`src/rtl/matrix_stream_tx.sv`:
```
// matrix_stream_tx
// Transmit-side feeder for the matrix inverter. A host fills a square
// element buffer while the block is idle, then pulses start. The block
// streams the N x N elements row-major, one word per clock, waits for the
// inverter's ready level, and reports completion, the invertible flag and
// error status.
//
// Ports
//   clk            system clock, rising edge
//   rst            synchronous active-high reset
//   order          matrix order N, sampled on an accepted start
//   wr_en          host write strobe into the element buffer (IDLE only)
//   wr_addr        element address = row*MAX_ORDER + col
//   wr_data        element value
//   start          single-cycle pulse that begins streaming
//   inv_ready      inverter result-ready level
//   inv_invertible inverter invertible flag
//   matrix_data    streamed element (0 when not valid)
//   data_valid     matrix_data is valid this cycle
//   row_idx        row of the element being presented
//   col_idx        column of the element being presented
//   busy           high in any state other than IDLE
//   done           one-cycle pulse on successful completion
//   result_ok      inv_invertible latched at completion
//   err            one-cycle pulse on bad order or ready timeout
module matrix_stream_tx #(
    parameter int DATA_W    = 16,
    parameter int MAX_ORDER = 4,
    parameter int TIMEOUT   = 1024,
    localparam int AW       = $clog2(MAX_ORDER * MAX_ORDER)
) (
    input  logic              clk,
    input  logic              rst,
    input  logic [3:0]        order,
    input  logic              wr_en,
    input  logic [AW-1:0]     wr_addr,
    input  logic [DATA_W-1:0] wr_data,
    input  logic              start,
    input  logic              inv_ready,
    input  logic              inv_invertible,
    output logic [DATA_W-1:0] matrix_data,
    output logic              data_valid,
    output logic [3:0]        row_idx,
    output logic [3:0]        col_idx,
    output logic              busy,
    output logic              done,
    output logic              result_ok,
    output logic              err
);

    localparam int DEPTH = MAX_ORDER * MAX_ORDER;
    localparam int TW    = (TIMEOUT > 1) ? $clog2(TIMEOUT) : 1;
    localparam logic [3:0]    MAX_N     = 4'(MAX_ORDER);
    localparam logic [TW-1:0] TCNT_LAST = TW'(TIMEOUT - 1);

    typedef enum logic [1:0] {
        ST_IDLE     = 2'd0,
        ST_STREAM   = 2'd1,
        ST_WAIT_RDY = 2'd2,
        ST_FINISH   = 2'd3
    } state_t;

    state_t            state_r;
    logic [DATA_W-1:0] buf_r [DEPTH];
    logic [3:0]        n_r;
    logic [TW-1:0]     tcnt_r;
    logic [3:0]        last_s;
    logic [DATA_W-1:0] first_word_s;

    // Flat buffer index of element (r, c); the buffer pitch is always MAX_ORDER.
    function automatic logic [AW-1:0] elem_idx(input logic [3:0] r, input logic [3:0] c);
        int flat;
        flat = int'(r) * MAX_ORDER + int'(c);
        return flat[AW-1:0];
    endfunction

    // Last row/column index of the latched order, and element (0,0) with a
    // same-cycle host write forwarded so the freshly written value streams.
    always_comb begin
        last_s = n_r - 4'd1;
        if (wr_en && (wr_addr == AW'(0))) begin
            first_word_s = wr_data;
        end else begin
            first_word_s = buf_r[0];
        end
    end

    // Element buffer, control FSM and all registered outputs.
    always_ff @(posedge clk) begin
        if (rst) begin
            state_r     <= ST_IDLE;
            n_r         <= 4'd0;
            tcnt_r      <= '0;
            matrix_data <= '0;
            data_valid  <= 1'b0;
            row_idx     <= 4'd0;
            col_idx     <= 4'd0;
            busy        <= 1'b0;
            done        <= 1'b0;
            result_ok   <= 1'b0;
            err         <= 1'b0;
            for (int i = 0; i < DEPTH; i++) begin
                buf_r[i] <= '0;
            end
        end else begin
            done <= 1'b0;
            err  <= 1'b0;

            // Host writes only land while idle; otherwise they are dropped.
            if ((state_r == ST_IDLE) && wr_en) begin
                buf_r[wr_addr] <= wr_data;
            end

            case (state_r)
                ST_IDLE: begin
                    if (start && ((order == 4'd0) || (order > MAX_N))) begin
                        err <= 1'b1;
                    end else if (start) begin
                        n_r         <= order;
                        row_idx     <= 4'd0;
                        col_idx     <= 4'd0;
                        matrix_data <= first_word_s;
                        data_valid  <= 1'b1;
                        busy        <= 1'b1;
                        result_ok   <= 1'b0;
                        state_r     <= ST_STREAM;
                    end else begin
                        matrix_data <= '0;
                        data_valid  <= 1'b0;
                        row_idx     <= 4'd0;
                        col_idx     <= 4'd0;
                        busy        <= 1'b0;
                    end
                end

                ST_STREAM: begin
                    // row_idx/col_idx hold the element on the bus right now;
                    // advance to the next one or leave after (N-1, N-1).
                    if ((row_idx == last_s) && (col_idx == last_s)) begin
                        matrix_data <= '0;
                        data_valid  <= 1'b0;
                        row_idx     <= 4'd0;
                        col_idx     <= 4'd0;
                        tcnt_r      <= '0;
                        state_r     <= ST_WAIT_RDY;
                    end else if (col_idx == last_s) begin
                        row_idx     <= row_idx + 4'd1;
                        col_idx     <= 4'd0;
                        matrix_data <= buf_r[elem_idx(row_idx + 4'd1, 4'd0)];
                    end else begin
                        col_idx     <= col_idx + 4'd1;
                        matrix_data <= buf_r[elem_idx(row_idx, col_idx + 4'd1)];
                    end
                end

                ST_WAIT_RDY: begin
                    // Ready wins over timeout on the same edge.
                    if (inv_ready) begin
                        result_ok <= inv_invertible;
                        done      <= 1'b1;
                        state_r   <= ST_FINISH;
                    end else if (tcnt_r == TCNT_LAST) begin
                        err       <= 1'b1;
                        result_ok <= 1'b0;
                        busy      <= 1'b0;
                        state_r   <= ST_IDLE;
                    end else begin
                        tcnt_r <= tcnt_r + TW'(1);
                    end
                end

                ST_FINISH: begin
                    busy    <= 1'b0;
                    state_r <= ST_IDLE;
                end

                default: begin
                    matrix_data <= '0;
                    data_valid  <= 1'b0;
                    row_idx     <= 4'd0;
                    col_idx     <= 4'd0;
                    busy        <= 1'b0;
                    state_r     <= ST_IDLE;
                end
            endcase
        end
    end

endmodule

```
`config.mk`:
```
export PLATFORM = sky130hd
export DESIGN_NAME = matrix_stream_tx
export DESIGN_NICKNAME = d
export VERILOG_FILES = /design/src/rtl/matrix_stream_tx.sv
export SDC_FILE = /design/constraint.sdc
export NUM_CORES = 1
export LEC_CHECK = 0
export BUFFER_PORTS_ARGS = -buffer_cell sky130_fd_sc_hd__buf_2
export CORE_ASPECT_RATIO = 0.8
export CORE_MARGIN = 10
export CORE_UTILIZATION = 32
export DETAILED_ROUTE_END_ITERATION = 16
export GPL_TIMING_DRIVEN = 0
export PLACE_DENSITY = 0.44
export SLEW_MARGIN = 20
export SYNTH_ARGS = -nofsm -noshare
export SYNTH_HDL_FRONTEND = slang
export SYNTH_SLANG_ARGS = --single-unit
```
`constraint.sdc`:
```
create_clock -name clk -period 3.8 [get_ports clk]
set_input_delay 0.38 -clock clk [delete_from_list [all_inputs] [get_ports clk]]
set_output_delay 0.38 -clock clk [all_outputs]
set_load 0.01 [all_outputs]
```
==> out/results.ini, run 1 <==
[timing]
min_period_ps = 3569
slew_viols_final = 0
fmax_ghz = 0.2802
setup_viol = 0
final_hold_viol_count = 0
max_slew_margin_pct = 23.67
timing.clock.skew_ps = 27.35
grt_setup_unrepaired = false
finalSetupTns_ps = 0
min_period_over_period_pct = 93.93
tightest_slew_ps = 1145

[detailed_routing]
drt_wl_total_um = 46460
drt_pass1_iterations = 5
postRouteAntennaNets = 0
drtIter0Drc = 724
route.detailed.wl_per_inst_um = 26.38
remaining_drc_errors = 0
route.vias.total = 8861
viasPerCell = 5.032

[power]
internal_power_component_mw = 5.595
fin_total_pwr_mw = 7.396
p_switching_mw = 1.802
power.switching_fraction_pct = 24.36
power.share.combinational_pct = 7.3
power.ir.vdd_worst_mv = 0.2949
share_seq_of_total_power_pct = 50.8
power.clock.fraction_pct = 41.9
leakage_nw = 6.087
power_density_nw_per_um2 = 445.0

[clock_network]
cts-buffers-inserted = 34
insertion_delay_ps = 540
post_cts_buffers = 0
cts.reportedPaths.clkPinSlew_ps = 60
max-clock-path-buffers = 3
cts-htree-levels = 2
clkSinkCount = 301
root_buffer = clkbuf_16
tritoncts = done

[min_path]
worstHoldStart = order[0]
hp-class = in2reg
whs_endpoint = n_r[0]$_SDFFE_PP0P_
holdPathStages = 3

[global_route]
overflow = 0
antenna_found_initial = 1
globalRouteTotalUtil_pct = 17.00
first_global_vias = 9073
pin_count_of_the_biggest_net_entering_global_routing = 17
grt_pass1_wl_um = 66820

[cells_and_area]
drive_gt1_share_pct = 20.38
final_core_util_pct = 37.17
final-seq-area_um2 = 8588
multi_input_area_um2 = 5623
antenna_cells_inserted = 0
net_count_of_the_finished_layout = 1169
nFillCells = 4368
syn2layout_area_growth_pct = 14.16

[logic_synthesis]
post_synth.cell_area_avg_um2 = 13.99
net_count_synth = 1076
synth_warnings = 0
synth_cell_types = 48
ys_seq_area_share_pct = 58.98
syn_inst = 1041
synthFlopType = edfxtp_1
yosys_register_bits = 301
cell_types_with_the_largest_area_share_after_synthesis = edfxtp_1 (53%), mux4_2 (12%), and2_1 (11%)
post_synth_instance_area_um2 = 14560
synth-async-reset-ratio_pct = 0
synthDominantAreaCellType = edfxtp_1
synth_top_cell_area_share_pct = 52.80
synth_edf_count = 256

[setup_path]
timing.critical_path.to_type = flop
reg2reg_slack_ps = 230
worstSetupPathType = reg2reg
category_of_the_worst_setup_path_launch_point = flop
worstPathMaxFanout = 10
arrival_ps = 3940
endpoint_of_the_lowest_slack_register_to_register_path = matrix_data[14]$_SDFFE_PP0P_
critPathRequiredTime_ps = 4170
r2r.worst_path.cells = 8
r2r_start = col_idx[1]$_SDFFE_PP0P_

[floorplanning]
floorplan.initialDensity_pct = 32.56
placement_rows = 69
dieWidth_um = 258.5
die_area_um2 = 54490
chipHeight_um = 210.8
core_area_um2 = 44720
pin_count = 59

[run_status]
status = finished, final reports clean

[placement]
port_buffers = 57
post-dp-hpwl_um = 31450
place_congestion = 0.7825

[run]
max_cap_violations = 0

## flip-flops by register name (all words and copies together), names as in the netlist, 2 cells and up
| register | count |
|---|---|
| buf_r | 256 |
| col_idx | 4 |
| matrix_data | 16 |
| n_r | 4 |
| row_idx | 4 |
| state_r | 2 |
| tcnt_r | 10 |
## worst max-delay path by stage
stage                            start                           end  slack [ps]
2_1_floorplan  col_idx[1]$_SDFFE_PP0P_   matrix_data[5]$_SDFFE_PP0P_        1020
3_3_place_gp   col_idx[1]$_SDFFE_PP0P_   matrix_data[8]$_SDFFE_PP0P_        -380
3_5_place_dp   col_idx[1]$_SDFFE_PP0P_   matrix_data[8]$_SDFFE_PP0P_        -400
4_1_cts        col_idx[1]$_SDFFE_PP0P_   matrix_data[4]$_SDFFE_PP0P_          20
5_1_grt        col_idx[1]$_SDFFE_PP0P_   matrix_data[4]$_SDFFE_PP0P_          50
6_report       col_idx[1]$_SDFFE_PP0P_  matrix_data[14]$_SDFFE_PP0P_         230
## power groups by stage
stage               sequential, mW  combinational [mW]  clock, mW
floorplan                     3.81               0.308          0
global placement              3.83               0.550          0
detailed placement            3.83               0.552          0
CTS                           3.76               0.554       3.15
global route                  3.77               0.587       3.28
finish                        3.76               0.543       3.10
## layout make-up
cell class                 count  area share [%]
tap                          603           4.539
buffer                        76           2.153
inverter                       5          0.1129
sequential                   301           51.67
clock buffer                  46           5.518
multi-input combinational    659           33.83
clock inverter                14          0.4667
timing repair buffer          57           1.716
## cells in the final DEF, fill, tap and decap left out, types with 4 or more instances in the layout
cell type  netlist  routed
nand2b_1         7       7
ha_1             5       5
buf_6            4       4
clkbuf_16        0      35
edfxtp_1       256     256
inv_1            5       5
clkinv_1         0       4
buf_2           17      72
nand3b_1         4       4
a221oi_1        15      15
nor3_1          29      27
nor2b_1          5       5
nand2_1         18      18
mux4_2          80      80
xnor2_1         13      13
and2_1         257     257
a21oi_1         18      18
or2_2           17      17
a311oi_1         4       4
nand3_1          6       6
nor2_1          55      55
clkbuf_1        51      59
mux2i_1         61      60
nand4_1          4       4
or3_1            4       4
dfxtp_1         45      45
o21ai_0         27      27
a211oi_1         5       5
clkinv_2         0       4
## layer usage
layer,global-route usage [%],vias up,share of wire (%)
li1,-,4060,-
met2,25.92,212,45
met4,3.220,0,1.2
met1,25.27,4550,49
met3,2.531,39,4.6
met5,0,-,0
## critical path, stage by stage (launching register included)
cell and delay, ps:
dfxtp_1 400, ha_1 410, buf_2 370, clkbuf_1 780, mux4_2 410, mux2i_1 170, nor2_1 100, a2111oi_0 680
nor4_1 110
## cell families (layout without fill, tap and decap cells)
group                    count (synthesis)  after routing  share of synthesized area (%)
adder cells (fa/ha/maj)                  5              5                         0.4297
multiplexers                           142            142                          16.65
AO/OA/AOI/OAI                           76             76                          3.360
buffers and inverters                   81            198                          2.492
XOR/XNOR                                18             18                          1.332
AND/OR/NAND/NOR                        418            418                          16.76
flip-flops                             301            301                          58.98
## Yosys cell counts (2+ instances only)
cell type,n
nor2_1,55
buf_2,17
nor3b_1,2
or2_2,17
a211oi_1,5
a21oi_1,18
nand4_1,4
buf_4,2
nand2b_1,7
ha_1,5
edfxtp_1,256
and2_1,257
inv_1,5
a221oi_1,15
nor4_1,2
buf_1,2
a311oi_1,4
clkbuf_1,51
mux2i_1,61
or3_1,4
nand3_1,6
xnor2_1,13
buf_6,4
nor2b_1,5
o21ai_0,27
a22oi_1,2
mux4_2,80
xor2_1,2
nand2_1,18
nand3b_1,4
nor3_1,29
dfxtp_1,45
nand4b_1,2
## timing repair
action / CTS / global route
hold buffers: 0 / 0
gates cloned: 0 / 0
pin swaps: 0 / 0
gates resized for setup: 6 / 1
setup endpoints to repair: 13 / 5
## per-stage QoR
stage               instance area [um2]  std cells  hold slack [ps]  worst slack [ps]
global placement                  15600       1701            462.5            -378.3
CTS                               16610       1761            100.6             18.82
floorplan                         14560       1041            444.4              1021
finish                            16620       1761            127.7             230.6
detailed placement                15610       1701            460.2            -399.3
global route                      16620       1761            143.2             49.56
Power figures use the tool's default switching activity.
==> run 2, diff against run 1 <==
--- a/config.mk
+++ b/config.mk
@@ -11,7 +11,6 @@
 export CORE_UTILIZATION = 32
 export DETAILED_ROUTE_END_ITERATION = 16
 export GPL_TIMING_DRIVEN = 0
-export PLACE_DENSITY = 0.44
 export SLEW_MARGIN = 20
 export SYNTH_ARGS = -nofsm -noshare
 export SYNTH_HDL_FRONTEND = slang
==> run 2 against run 1 <==
Against the previous run: global-route usage decreased by 1.7 points; sequential cell count unchanged; first-iteration DRC count increased by 28%; final cell count decreased by 0.23%; count of clock-buffer cells in the layout decreased by 3; die area unchanged; register-to-register slack improved by 50 ps; sequential power about the same; sequential share of layout area increased by 0.29 points; total power decreased by 3.0%; clock power decreased by 6.8%; clock skew decreased by 7.5 ps; highest routed layer is now met5.
==> out/results.ini, run 2 (same netlist as run 1, synthesis figures left out) <==
[cells_and_area]
nFillCells = 4316  ; -1.2%
net_count_of_the_finished_layout = 1165  ; -0.34%
drive_gt1_share_pct = 19.50  ; -0.88 points
layout.cells.most_common = and2_1
final-seq-area_um2 = 8588  ; unchanged
registers.top_by_ff_count = buf_r
antenna_cells_inserted = 0  ; unchanged
largestRegisters = buf_r (256), matrix_data (16), tcnt_r (10)
largest_register_ffs = 256  ; unchanged
mostFrequentLayoutCells = and2_1 (257), edfxtp_1 (256), mux4_2 (80), buf_2 (74)
syn2layout_area_growth_pct = 13.52
multi_input_area_um2 = 5623  ; unchanged

[setup_path]
worstPathMaxFanout = 17  ; +7
category_of_the_worst_setup_path_launch_point = flop
r2r_start = col_idx[1]$_SDFFE_PP0P_
crit_start = col_idx[1]$_SDFFE_PP0P_
timing.critical_path.to_type = flop
critPathRequiredTime_ps = 4240  ; +70 ps
worstSetupPathType = reg2reg
r2r.worst_path.cells = 10  ; +2
arrival_ps = 3960  ; +20 ps

[timing]
grt_setup_unrepaired = false
fmax_ghz = 0.2845  ; +1.6%
tightest_slew_ps = 1125  ; -20.47 ps
slew_viols_final = 0  ; unchanged
finalSetupTns_ps = 0  ; unchanged
min_period_ps = 3515  ; -54.84 ps
setup_viol = 0  ; unchanged
final_critical_path_setup_slack_ps = 285.4  ; +54.84 ps
max_slew_margin_pct = 24.45  ; +0.79 points
final_hold_viol_count = 0  ; unchanged
min_period_over_period_pct = 92.49  ; -1.4 points
timing.clock.skew_ps = 19.84  ; -7.513 ps

[min_path]
holdPathStages = 3  ; unchanged
hp-class = in2reg
worstHoldStart = order[0]

[detailed_routing]
route.detailed.wl_per_inst_um = 24.04  ; -8.9%
postRouteAntennaNets = 0  ; unchanged
remaining_drc_errors = 0  ; unchanged
route.vias.total = 9271  ; +4.6%
drtIter0Drc = 925  ; +28%
drt_pass1_iterations = 5  ; unchanged
viasPerCell = 5.277  ; +4.9%
drt_wl_total_um = 42240  ; -9.1%

[placement]
place_congestion = 0.8373  ; +7.0%
post-dp-hpwl_um = 28750  ; -8.6%
dp_worst_setup_slack_ps = -119.0  ; +280.3 ps
port_buffers = 57  ; unchanged

[floorplanning]
floorplan.initialDensity_pct = 32.56  ; unchanged
dieWidth_um = 258.5  ; unchanged
placement_rows = 69  ; unchanged
pin_count = 59  ; unchanged
chipHeight_um = 210.8  ; unchanged
core_area_um2 = 44720  ; unchanged
die_area_um2 = 54490  ; unchanged

[power]
power.ir.vdd_worst_mv = 0.3413  ; +16%
power_density_nw_per_um2 = 434.1  ; -2.4%
leakage_nw = 6.053  ; -0.56%

[global_route]
antenna_found_initial = 4  ; +3
globalRouteTotalUtil_pct = 15.26  ; -1.7 points
pin_count_of_the_biggest_net_entering_global_routing = 17  ; unchanged
first_global_vias = 9411  ; +3.7%
grt_pass1_wl_um = 62400  ; -6.6%
overflow = 0  ; unchanged

[run_status]
status = finished, final reports clean

[clock_network]
tritoncts = done
cts-htree-levels = 1  ; -1
root_buffer = clkbuf_16
cts-buffers-inserted = 31  ; -8.8%
cts.reportedPaths.clkPinSlew_ps = 60  ; about the same
insertion_delay_ps = 580  ; +40 ps
hold_buffers = 0  ; unchanged
clkSinkCount = 301  ; unchanged
max-clock-path-buffers = 3  ; unchanged

[run]
max_cap_violations = 0  ; unchanged

==> run 2: cell types whose count changed in the layout (fill, tap and decap cells not counted), sizes merged <==
cell,before,now
buf,81,82
clkinvlp,4,0
clkbuf,98,93
clkinv,8,11
bufinv,0,1
==> run 2: critical path, cell delays in order, from the launching register on <==
cell and delay [ps]:
dfxtp_1 480, ha_1 260, xor2_1 90, ha_1 290, buf_4 360, buf_2 500, mux4_2 580, mux2i_1 170
mux2i_1 100, a221oi_1 450, nor3_1 100
==> run 2: layer usage <==
metal	track usage [%]	vias up	share of wire, %
li1	-	4050	-
met1	21.43	4807	45
met2	23.84	334	45
met3	2.710	76	6.6
met4	4.212	4	2.9
met5	0	-	0.062
==> run 2: report_power, final <==
| part | total (mW) | internal (mW) | switching, mW |
|---|---|---|---|
| registers | 3.76 | 3.71 | 0.0518 |
| logic | 0.524 | 0.186 | 0.337 |
| clock network | 2.89 | 1.57 | 1.32 |
| total | 7.17 | 5.46 | 1.71 |
==> run 2: stage by stage <==
stage	instance area, um2	util, %	power [mW]	cells	hold slack [ps]
floorplan	14560	-	4.121	1041	444.4
global placement	15600	34.88	4.340	1701	461.1
detailed placement	15600	34.88	4.355	1701	461.0
CTS	16520	36.93	7.193	1758	63.01
global route	16530	36.96	7.380	1757	89.40
finish	16530	36.96	7.175	1757	78.17
==> run 2: layout make-up <==
type                            count  area share, %
Clock buffer                       43          4.966
Timing Repair Buffer               57          1.726
Buffer                             75          2.082
Multi-Input combinational cell    659          34.02
Tap cell                          603          4.565
Sequential cell                   301          51.96
Inverter                            5         0.1136
Clock inverter                     14         0.5678
==> run 2: repair_timing <==
| action | 4_1_cts | 5_1_grt |
|---|---|---|
| setup buffers | 0 | 0 |
| endpoints found under the setup margin | 11 | 3 |
| resized for setup | 2 | 3 |
==> run 2: final timing paths <==
kind                                   to  slack (ps)
max          matrix_data[11]$_SDFFE_PP0P_         290
min                   n_r[0]$_SDFFE_PP0P_          80
max reg2reg  matrix_data[11]$_SDFFE_PP0P_         290
min reg2reg        tcnt_r[1]$_SDFFE_PP0P_         470
==> run 3, diff against run 2 <==
--- a/config.mk
+++ b/config.mk
@@ -6,11 +6,12 @@
 export NUM_CORES = 1
 export LEC_CHECK = 0
 export BUFFER_PORTS_ARGS = -buffer_cell sky130_fd_sc_hd__buf_2
-export CORE_ASPECT_RATIO = 0.8
+export CORE_ASPECT_RATIO = 2
 export CORE_MARGIN = 10
-export CORE_UTILIZATION = 32
+export CORE_UTILIZATION = 50
 export DETAILED_ROUTE_END_ITERATION = 16
 export GPL_TIMING_DRIVEN = 0
+export PLACE_DENSITY = 0.67
 export SLEW_MARGIN = 20
 export SYNTH_ARGS = -nofsm -noshare
 export SYNTH_HDL_FRONTEND = slang
==> run 3 against run 2 <==
Against the previous run: clock power decreased by 4%; register-to-register slack got worse by 90 ps; fmax decreased by 2.4%; via count decreased by 3.4%; sequential share of layout area increased by 1.1 points; critical path type unchanged; highest routed layer unchanged.
==> out/results.ini, run 3 (same netlist as run 1, synthesis figures left out) <==
[min_path]
holdPathStages = 3  ; unchanged
whs_endpoint = n_r[1]$_SDFFE_PP0P_
worstHoldStart = order[1]
hp-class = in2reg

[setup_path]
r2r_start = col_idx[1]$_SDFFE_PP0P_
endpoint_of_the_lowest_slack_register_to_register_path = matrix_data[13]$_SDFFE_PP0P_
timing.critical_path.to_type = flop
worstSetupPathType = reg2reg
critPathRequiredTime_ps = 4210  ; -30 ps
arrival_ps = 4010  ; +50 ps
reg2reg_slack_ps = 200  ; -90 ps
r2r.worst_path.cells = 11  ; +1
category_of_the_worst_setup_path_launch_point = flop
worstPathMaxFanout = 10  ; -7

[cells_and_area]
largestRegisters = buf_r (256), matrix_data (16), tcnt_r (10)
layout.cells.most_common = and2_1
multi_input_area_um2 = 5619  ; about the same
final-seq-area_um2 = 8588  ; unchanged
nFillCells = 2382  ; -45%
syn2layout_area_growth_pct = 11.18
drive_gt1_share_pct = 19.81  ; +0.31 points
fin_area_um2 = 16190  ; -2.1%
net_count_of_the_finished_layout = 1161  ; -0.34%
largest_register_ffs = 256  ; unchanged
registers.top_by_ff_count = buf_r
mostFrequentLayoutCells = and2_1 (257), edfxtp_1 (256), mux4_2 (80), buf_2 (74), mux2i_1 (61)

[global_route]
antenna_found_initial = 3  ; -1
overflow = 0  ; unchanged
globalRouteTotalUtil_pct = 21.16  ; +5.9 points
first_global_vias = 9556  ; +1.5%
grt_pass1_wl_um = 57990  ; -7.1%
pin_count_of_the_biggest_net_entering_global_routing = 17  ; unchanged

[power]
leakage_nw = 6.045  ; -0.13%
share_seq_of_total_power_pct = 53.3  ; +0.9 points
power.ir.vdd_worst_mv = 0.3187  ; -6.6%
power_density_nw_per_um2 = 435.3  ; +0.29%
power.switching_fraction_pct = 22.50  ; -1.3 points
power.clock.fraction_pct = 39.4  ; -0.9 points
power.share.combinational_pct = 7.2  ; about the same
p_switching_mw = 1.586  ; -7.3%
internal_power_component_mw = 5.461  ; about the same
fin_total_pwr_mw = 7.047  ; -1.8%

[clock_network]
clkSinkCount = 301  ; unchanged
post_cts_buffers = 0  ; unchanged
tritoncts = done
cts-htree-levels = 1  ; unchanged
root_buffer = clkbuf_16
cts-resized-gates = 2  ; unchanged
insertion_delay_ps = 550  ; -30 ps
cts.reportedPaths.clkPinSlew_ps = 70  ; about the same
hold_buffers = 0  ; unchanged
cts-buffers-inserted = 26  ; -16%
max-clock-path-buffers = 3  ; unchanged

[floorplanning]
pin_count = 59  ; unchanged
core_area_um2 = 28850  ; -35%
placement_rows = 88  ; +28%
dieWidth_um = 140.7  ; -46%
chipHeight_um = 261.3  ; +24%
floorplan.initialDensity_pct = 50.47  ; +18 points
die_area_um2 = 36760  ; -33%

[run]
max_cap_violations = 0  ; unchanged

[detailed_routing]
remaining_drc_errors = 0  ; unchanged
drt_wl_total_um = 39130  ; -7.4%
drt_pass1_iterations = 5  ; unchanged
postRouteAntennaNets = 0  ; unchanged
drtIter0Drc = 654  ; -29%
viasPerCell = 5.945  ; +13%
route.vias.total = 8959  ; -3.4%
route.detailed.wl_per_inst_um = 25.97  ; +8.0%

[placement]
post-dp-hpwl_um = 28860  ; +0.40%
place_area_um2 = 15300  ; -1.9%
port_buffers = 57  ; unchanged
place_congestion = 0.8871  ; +5.9%

[timing]
setup_viol = 0  ; unchanged
min_period_over_period_pct = 94.74  ; +2.2 points
max_slew_margin_pct = 21.47  ; -3.0 points
slew_viols_final = 0  ; unchanged
final_hold_viol_count = 0  ; unchanged
fmax_ghz = 0.2778  ; -2.4%
min_period_ps = 3600  ; +85.49 ps
tightest_slew_ps = 1169  ; +44.42 ps
timing.clock.skew_ps = 10.45  ; -9.391 ps
grt_setup_unrepaired = false

[run_status]
status = finished, final reports clean

[run 3: through the flow]
step	instances	setup TNS (ps)	hold WS [ps]	utilization (%)	setup WS (ps)
6_report	1507	0	91.11	56.12	199.9
5_1_grt	1507	0	105.7	56.12	32.78
4_1_cts	1506	0	76.36	56.05	13.59
3_5_place_dp	1458	-986.1	465.9	53.02	-201.2
3_3_place_gp	1458	-470.0	451.3	53.02	-141.8
2_1_floorplan	1041	0	444.4	-	1021
[run 3: worst max path at each step]
stage,from,to,slack (ps),cells after the start
after floorplan,col_idx[1]$_SDFFE_PP0P_,matrix_data[5]$_SDFFE_PP0P_,1020,11
after global placement,col_idx[1]$_SDFFE_PP0P_,matrix_data[13]$_SDFFE_PP0P_,-140,11
after detailed placement,col_idx[1]$_SDFFE_PP0P_,matrix_data[13]$_SDFFE_PP0P_,-200,11
after CTS,col_idx[1]$_SDFFE_PP0P_,matrix_data[12]$_SDFFE_PP0P_,10,11
after global routing,col_idx[1]$_SDFFE_PP0P_,matrix_data[12]$_SDFFE_PP0P_,30,11
final,col_idx[1]$_SDFFE_PP0P_,matrix_data[13]$_SDFFE_PP0P_,200,11
[run 3: metal layers]
layer / share of wire, % / track usage [%] / up-vias
met4: 5.6 / 11.75 / 4
met2: 56 / 40.67 / 277
met5: 0.046 / 0 / -
met1: 34 / 21.06 / 4528
met3: 4.8 / 2.975 / 118
li1: - / - / 4032
[run 3: power groups by stage]
stage               registers (mW)  clock network [mW]  logic, mW
floorplan                     3.81                   0      0.308
global placement              3.82                   0      0.504
detailed placement            3.83                   0      0.512
CTS                           3.76                2.81      0.514
global route                  3.77                2.91      0.548
finish                        3.76                2.78      0.510
[run 3: layout make-up]
| class | instances | area share, % |
|---|---|---|
| Sequential cell | 301 | 53.05 |
| Clock inverter | 16 | 1.098 |
| Antenna cell | 1 | 0.01546 |
| Buffer | 76 | 2.172 |
| Timing Repair Buffer | 57 | 1.762 |
| Tap cell | 360 | 2.783 |
| Multi-Input combinational cell | 659 | 34.71 |
| Clock buffer | 32 | 4.290 |
| Inverter | 5 | 0.1159 |
[run 3: critical path, stage by stage, from the launching register on]
cell and delay, ps:
dfxtp_1 480, ha_1 270, xor2_1 100, ha_1 320
buf_4 250, clkbuf_4 330, buf_2 380, mux4_2 370
mux2i_1 240, mux2i_1 130, a221oi_1 490, nor3_1 80
